## config.mk

```make
export PLATFORM = sky130hd
export DESIGN_NAME = johnson_monitor_flat
export DESIGN_NICKNAME = d
export VERILOG_FILES = /design/src/rtl/johnson_monitor_if.sv /design/src/rtl/johnson_monitor.sv /design/src/flat_wrapper.sv
export SDC_FILE = /design/constraint.sdc
export NUM_CORES = 1
export LEC_CHECK = 0
export CAP_MARGIN = 10
export CELL_PAD_IN_SITES_DETAIL_PLACEMENT = 1
export CELL_PAD_IN_SITES_GLOBAL_PLACEMENT = 1
export CORE_ASPECT_RATIO = 1.1
export CORE_MARGIN = 3
export CORE_UTILIZATION = 41
export DETAILED_ROUTE_END_ITERATION = 10
export PLACE_DENSITY = 0.77
export SYNTH_ARGS = -nofsm -noshare
export SYNTH_HDL_FRONTEND = slang
export SYNTH_SLANG_ARGS = --single-unit
```

## constraint.sdc

```tcl
create_clock -name clk -period 2.5 [get_ports clk]
set_input_delay 0.375 -clock clk [delete_from_list [all_inputs] [get_ports clk]]
set_output_delay 0.375 -clock clk [all_outputs]
set_load 0.005 [all_outputs]
```

## src/rtl/johnson_monitor_if.sv

```systemverilog
// Bundle between an 8-bit Johnson counter and its checker.
//
// Signals:
//   count     counter value, driven by the upstream side
//   clr       synchronous status clear, driven by the upstream side
//   phase     decoded phase of the last sample
//   phase_vld last sample was a legal Johnson pattern
//   locked    checker FSM is in LOCK
//   err       sticky fault flag
//   err_cnt   saturating fault count
//   lap       one-cycle pulse on a completed 16-state lap while locked
//   lap_cnt   wrapping lap count
//   state     FSM state (0=UNLOCK 1=ACQ 2=LOCK 3=FAULT), debug visibility
//
// Handshake: there is no valid/ready. count and clr are sampled on every
// rising clock edge, and every output is refreshed on every edge. phase is
// meaningful only when phase_vld is 1; otherwise it holds its last legal value.
interface johnson_monitor_if #(
   parameter int ERR_W = 8,
   parameter int LAP_W = 8
);
   logic [7:0]       count;
   logic             clr;
   logic [3:0]       phase;
   logic             phase_vld;
   logic             locked;
   logic             err;
   logic [ERR_W-1:0] err_cnt;
   logic             lap;
   logic [LAP_W-1:0] lap_cnt;
   logic [1:0]       state;

   modport master (
      output count, clr,
      input  phase, phase_vld, locked, err, err_cnt, lap, lap_cnt, state
   );

   modport slave (
      input  count, clr,
      output phase, phase_vld, locked, err, err_cnt, lap, lap_cnt, state
   );
endinterface

```

## src/rtl/johnson_monitor.sv

```systemverilog
// Checker for an 8-bit Johnson (twisted-ring) counter.
// Decodes every sample into a 4-bit phase, checks that each step is the legal
// Johnson successor, runs an UNLOCK/ACQ/LOCK/FAULT lock machine, keeps a
// sticky fault flag plus a saturating fault count, and counts full laps.
//
// Ports:
//   clk    rising-edge clock
//   reset  asynchronous, active-high reset
//   bus    johnson_monitor_if.slave (count/clr in, status out)
module johnson_monitor #(
   parameter int LOCK_N     = 4,
   parameter int ERR_W      = 8,
   parameter int LAP_W      = 8,
   parameter bit ALLOW_HOLD = 1'b0
) (
   input logic              clk,
   input logic              reset,
   johnson_monitor_if.slave bus
);

   typedef enum logic [1:0] {
      UNLOCK = 2'd0,
      ACQ    = 2'd1,
      LOCK   = 2'd2,
      FAULT  = 2'd3
   } state_t;

   localparam logic [3:0] LOCK_V = 4'(LOCK_N);

   state_t           state;
   logic [3:0]       good;
   logic [7:0]       prev;
   logic             first;
   logic [3:0]       phase_q;
   logic             phase_vld_q;
   logic             locked_q;
   logic             err_q;
   logic [ERR_W-1:0] err_cnt_q;
   logic             lap_q;
   logic [LAP_W-1:0] lap_cnt_q;

   // Legal pattern for phase p: p ones from the LSB for p<=8, then the
   // all-ones word with (p-8) zeros shifted in from the bottom.
   function automatic logic [7:0] pat(input int p);
      logic [15:0] t;
      if (p <= 8) t = (16'd1 << p) - 16'd1;
      else        t = 16'h00FF << (p - 8);
      return t[7:0];
   endfunction

   logic       legal;
   logic [3:0] dec;
   always_comb begin
      legal = 1'b0;
      dec   = 4'd0;
      for (int p = 0; p < 16; p++) begin
         if (bus.count == pat(p)) begin
            legal = 1'b1;
            dec   = p[3:0];
         end
      end
   end

   logic succ, hold_ok, adv, good_tr, lap_tr;
   logic [ERR_W-1:0] err_cnt_inc;
   always_comb begin
      succ        = (bus.count == {prev[6:0], ~prev[7]});
      hold_ok     = ALLOW_HOLD && (bus.count == prev);
      // adv: a step that moves the lock machine forward (holds do not)
      adv         = legal && (first || succ);
      good_tr     = adv || (legal && hold_ok);
      lap_tr      = (prev == 8'h80) && (bus.count == 8'h00);
      err_cnt_inc = (err_cnt_q == {ERR_W{1'b1}}) ? err_cnt_q
                                                 : err_cnt_q + ERR_W'(1);
   end

   always_ff @(posedge clk or posedge reset) begin
      if (reset) begin
         state       <= UNLOCK;
         good        <= 4'd0;
         prev        <= 8'd0;
         first       <= 1'b1;
         phase_q     <= 4'd0;
         phase_vld_q <= 1'b0;
         locked_q    <= 1'b0;
         err_q       <= 1'b0;
         err_cnt_q   <= '0;
         lap_q       <= 1'b0;
         lap_cnt_q   <= '0;
      end else begin
         // Sample tracking runs regardless of clr.
         prev        <= bus.count;
         phase_vld_q <= legal;
         if (legal) phase_q <= dec;
         lap_q <= 1'b0;
         first <= 1'b0;

         if (bus.clr) begin
            state     <= UNLOCK;
            good      <= 4'd0;
            first     <= 1'b1;
            locked_q  <= 1'b0;
            err_q     <= 1'b0;
            err_cnt_q <= '0;
            lap_cnt_q <= '0;
         end else begin
            case (state)
               UNLOCK: begin
                  if (legal) begin
                     state <= ACQ;
                     good  <= 4'd0;
                  end
               end
               ACQ: begin
                  if (!legal) begin
                     state <= UNLOCK;
                  end else if (adv) begin
                     good <= good + 4'd1;
                     if (good + 4'd1 == LOCK_V) begin
                        state    <= LOCK;
                        locked_q <= 1'b1;
                     end
                  end else if (!hold_ok) begin
                     // legal pattern but out of order: restart acquisition
                     good <= 4'd0;
                  end
               end
               LOCK: begin
                  if (good_tr) begin
                     if (lap_tr) begin
                        lap_q     <= 1'b1;
                        lap_cnt_q <= lap_cnt_q + LAP_W'(1);
                     end
                  end else begin
                     state     <= FAULT;
                     locked_q  <= 1'b0;
                     err_q     <= 1'b1;
                     err_cnt_q <= err_cnt_inc;
                  end
               end
               FAULT: begin
                  if (legal) begin
                     state <= ACQ;
                     good  <= 4'd0;
                  end else begin
                     err_cnt_q <= err_cnt_inc;
                  end
               end
               default: state <= UNLOCK;
            endcase
         end
      end
   end

   assign bus.phase     = phase_q;
   assign bus.phase_vld = phase_vld_q;
   assign bus.locked    = locked_q;
   assign bus.err       = err_q;
   assign bus.err_cnt   = err_cnt_q;
   assign bus.lap       = lap_q;
   assign bus.lap_cnt   = lap_cnt_q;
   assign bus.state     = state;

endmodule
```

## src/flat_wrapper.sv

```systemverilog
// flat-port wrapper written by rule: the top's interface ports become plain ports
module johnson_monitor_flat 
#(
   parameter int LOCK_N     = 4,
   parameter int ERR_W      = 8,
   parameter int LAP_W      = 8,
   parameter bit ALLOW_HOLD = 1'b0
)
  (clk, reset, bus_count, bus_clr, bus_phase, bus_phase_vld, bus_locked, bus_err, bus_err_cnt, bus_lap, bus_lap_cnt, bus_state);
  johnson_monitor_if #(.ERR_W(ERR_W), .LAP_W(LAP_W)) bus_i ();
  input logic clk;
  input logic reset;
  input wire logic [$bits(bus_i.count)-1:0] bus_count;
  input wire logic [$bits(bus_i.clr)-1:0] bus_clr;
  output wire logic [$bits(bus_i.phase)-1:0] bus_phase;
  output wire logic [$bits(bus_i.phase_vld)-1:0] bus_phase_vld;
  output wire logic [$bits(bus_i.locked)-1:0] bus_locked;
  output wire logic [$bits(bus_i.err)-1:0] bus_err;
  output wire logic [$bits(bus_i.err_cnt)-1:0] bus_err_cnt;
  output wire logic [$bits(bus_i.lap)-1:0] bus_lap;
  output wire logic [$bits(bus_i.lap_cnt)-1:0] bus_lap_cnt;
  output wire logic [$bits(bus_i.state)-1:0] bus_state;
  assign bus_i.count = bus_count;
  assign bus_i.clr = bus_clr;
  assign bus_phase = bus_i.phase;
  assign bus_phase_vld = bus_i.phase_vld;
  assign bus_locked = bus_i.locked;
  assign bus_err = bus_i.err;
  assign bus_err_cnt = bus_i.err_cnt;
  assign bus_lap = bus_i.lap;
  assign bus_lap_cnt = bus_i.lap_cnt;
  assign bus_state = bus_i.state;
  johnson_monitor #(.LOCK_N(LOCK_N), .ERR_W(ERR_W), .LAP_W(LAP_W), .ALLOW_HOLD(ALLOW_HOLD)) u_core (.clk(clk), .reset(reset), .bus(bus_i));
endmodule
```

==> summary by stage <==
Global routing
The first global-routing pass estimated roughly 10000 um of wire. The via count of the first global-routing pass is ~2100. Entering global routing, the biggest net connects 40 pins. The global-route total usage across every layer is 0.1947. After global routing the overflow that remains totals 0.

The number of antenna violations at the first check in global routing is 0.

Detailed routing
The total routed wire length on the met1 layer is between 2000 and 3000 um. The number of detailed-routing iterations run before antenna repair is 4. The met3 wire length is ~170 um. After detailed routing, no signal wire sits above met4. In the routed design, unresolved DRC markers number 0.

The final layout contains routed wiring with a total length of about 5700 um. The overall via count from detail_route is 1954. The average detailed-routed wire length per instance is about 16 um. The remaining antenna violation count after routing is 0.

The number of DRC violations after detailed-routing iteration 0 is around 100. The average vias per placed instance is ~5.3. The detailed-routed wire length on met2 is 2740 um.

Cells and area
The number of nets at the end of the flow is roughly 320. The end-of-flow core utilization is 0.5904. The finished layout holds between 300 and 400 standard cells, fillers aside. After routing the design area is ~0.0030 mm^2. In the layout the commonest cells are 38 x dfrtp_1, 37 x buf_4, 35 x clkdlybuf4s50_1. The fraction of final layout cells with drive strength greater than 1 is 0.1913. The total area of multi-input combinational cells is approximately 0.0012 mm^2. Leaving out fill and tap cells, the most frequent cell in the layout is dfrtp_1. The filler cells instantiated in the layout total between 500 and 600. The total area of sequential cells is 977.2 um^2. The number of antenna diodes in the final layout is 0.

Compared with the post-synthesis result, the final layout area differs by 35.82%.

Setup path
The launching element of the worst setup path is bus_count[4]. Walking the worst path, the cells encountered are clkdlybuf4s50_1, nor4_4, and2b_1, o2bb2a_1, buf_4, a21oi_4, a21oi_1, nor4_2. The worst endpoint data arrival time is about 2500 ps. The worst-path maximum fanout is 7. The slack of the worst reg-to-reg path is roughly 310 ps. The worst setup path is of the input pin to flip-flop kind. The reg-to-reg critical path endpoint is u_core.bus.lap_cnt[4]. The number of buffers and inverters on the critical path is 2. The number of cells on the worst reg-to-reg path is 9.

The cell family with the largest share of critical-path delay is simple AND/OR/NAND/NOR gates. The startpoint identified for the worst register-to-register timing path is u_core.bus.state[0]. The critical path capture point type is a flip-flop. The critical path ends at u_core.bus.locked. At the worst endpoint, the required time is 2700 ps. The kind of start point of the critical path is an input pin. Counting buffers and inverters, the worst setup path is 8 cells deep. The delay of the slowest cell on the worst path is 530 ps.

For this design, the slowest cell found on the critical path is clkdlybuf4s50_1.

Synthesis
The post-synthesis cell type count is 55. The share of flip-flops with an asynchronous set or reset after synthesis is 1.000. For this run, the leading register cell type out of synthesis is dfrtp_1. Yosys mapped a number of flops with a built-in enable equal to 0. The total number of yosys warnings is 0. In this run the mean area of a mapped cell was 9.833 um^2. When the netlist entered floorplanning its net count stood at ~250. The cell count after synthesis is 227. The synthesis-stage register bit count is 39.

The share of the yosys chip area belonging to registers is 0.4378. The area of the mapped netlist is about 0.0022 mm^2.

STA
Summed over all failing endpoints, the final setup total negative slack is 0 ps. The post-route worst setup slack is roughly 210 ps. The final hold slack is around 500 ps.

Setup violations remaining at the end of the flow were counted as 0. Setup repair after global routing left no endpoint under its margin. The final clock period utilization by the worst path is 0.9152.

Static timing analysis puts the maximum clock frequency at 437.1 MHz. The number of hold violations in the final report came to 0. The worst-case headroom to the max-slew limit is 0.6705. Counting I/O delays and the setup requirement, the final critical path takes between 2000 and 2500 ps.

For the final database, setup skew stands at 6.540 ps. The final max-slew violation count was 0. At the pin with the least slew margin, the transition time is just under 500 ps.

Die
The I/O pin count is 37. The horizontal die dimension is about 76 um. The full die area is around 0.0064 mm^2. After floorplanning, the core was sized to cover approximately 0.005 mm^2. The floorplan has 27 rows. The effective utilization at floorplan is 0.4347. The die is 83.39 um tall.

Placement
OpenSTA, run right after detailed placement, puts the worst setup slack at -181.4 ps. The total cell area at the placement stage is 0.002905 mm^2. The total half-perimeter wirelength after legalization and detailed placement is about 4200 um. The global placer's final weighted congestion is between 0.8 and 0.9. Buffers placed on the I/O ports in this run total 36.

The post-placement cell count is around 360.

Clock network
The number of H-tree levels is 2. Counting the buffers created by CTS gives 5. The buffer type at the clock tree root is clkbuf_8.

The clock tree from TritonCTS is built. The number of hold-repair buffers added at the cts stage is 0. The number of buffers on the longest clock path is 2. The latest clock arrival within the worst-skew pair is roughly 300 ps. Counting every sink on the clock net gives 39. The clock-pin slew reported for the worst setup and hold paths after clock tree synthesis is about 80 ps.

Pwr
In this run the static leakage power is between 1 and 1.5 nW. The worst supply voltage drop on vdd is roughly 0.26 mV. The total power of the final layout is between 1.5 and 2 mW. In this run the power density over the cells is 501.6 mW/mm^2.

Outcome
The run finished with clean final reports.

Flow run
The max-cap check violation count is 0.

Min path
In this run the worst hold path is classified as input pin to asynchronous set/reset pin.
==> where the power goes <==
part | switching (mW) | internal, mW
clock network | 0.238 | 0.297
registers | 0.0207 | 0.664
logic | 0.148 | 0.153
==> flip-flops by register name, indices dropped and copies added (netlist names) <==
register,flops
u_core.bus.err_cnt,8
u_core.bus.lap_cnt,8
u_core.prev,8
u_core.bus.phase,4
u_core.good,4
u_core.bus.state,2
u_core.bus.err,1
u_core.bus.lap,1
u_core.bus.locked,1
u_core.bus.phase_vld,1
u_core.first,1
==> worst min-delay path: stages <==
cell and delay, ps:
clkdlybuf4s50_1 400, inv_1 50, buf_4 420
==> synthesized netlist by cell type, types with 2 or more instances <==
cell type	instances	share of area
nand3_1	4	0.0090
a211o_1	2	0.0078
xor2_1	12	0.047
buf_2	4	0.0090
nand2b_1	5	0.014
nand4_1	8	0.022
a32o_1	5	0.022
ha_1	7	0.039
and4b_1	2	0.0090
clkbuf_1	2	0.0034
or2b_1	2	0.0067
inv_1	9	0.015
a311oi_1	2	0.0078
nor3b_1	3	0.010
nor3_1	3	0.0067
xnor2_1	3	0.012
a21oi_1	10	0.022
mux2_1	2	0.010
o21ai_0	14	0.031
o21a_1	2	0.0067
mux2i_1	3	0.013
dfrtp_1	38	0.43
nor2b_1	10	0.028
and3_1	5	0.014
nor4_1	3	0.0084
or2_2	2	0.0056
a211oi_1	2	0.0067
nand2_1	11	0.018
nor2_1	19	0.032
nor4b_1	2	0.0078
or3_1	7	0.020
==> what timing repair did <==
action | 4_1_cts | 5_1_grt
resized for setup | 0 | 3
buffers inserted | 0 | 0
setup endpoints to repair | 0 | 2
==> worst min-delay path by stage <==
stage | from | endpoint | slack [ps]
3_5_place_dp | u_core.bus.phase[3] | u_core.bus.phase[3] | 500
5_1_grt | bus_count[5] | u_core.prev[5] | 540
6_report | reset | u_core.bus.err | 500
3_3_place_gp | u_core.bus.phase[3] | u_core.bus.phase[3] | 480
2_1_floorplan | bus_clr | u_core.first | 380
4_1_cts | reset | u_core.bus.lap_cnt[3] | 520
==> per-layer routing <==
metal | GRT usage | vias to the layer above
met5 | 0 | -
met4 | 0.06260 | 0
met3 | 0.03796 | 10
met2 | 0.3102 | 39
met1 | 0.2655 | 953
li1 | - | 952
==> layout make-up <==
class / count / share of cell area
Tap cell: 72 / 0.02972
Timing Repair Buffer: 73 / 0.2113
Inverter: 9 / 0.01114
Multi-Input combinational cell: 169 / 0.3884
Clock inverter: 3 / 0.01444
Sequential cell: 39 / 0.3223
Clock buffer: 5 / 0.02270
==> kinds of logic (layout without fill, tap and decap cells) <==
kind of cell	Yosys count	after routing	synth area share
DFF	39	39	0.4378
adders and majority gates	7	7	0.03924
AOI/OAI and AO/OA	48	48	0.1508
buffers and inverters	19	90	0.03980
xor gates and xnor gates	15	15	0.05886
muxes	5	5	0.02354
and+or+nand+nor	94	94	0.2500
Note: power is estimated with default switching activity, not from simulation.
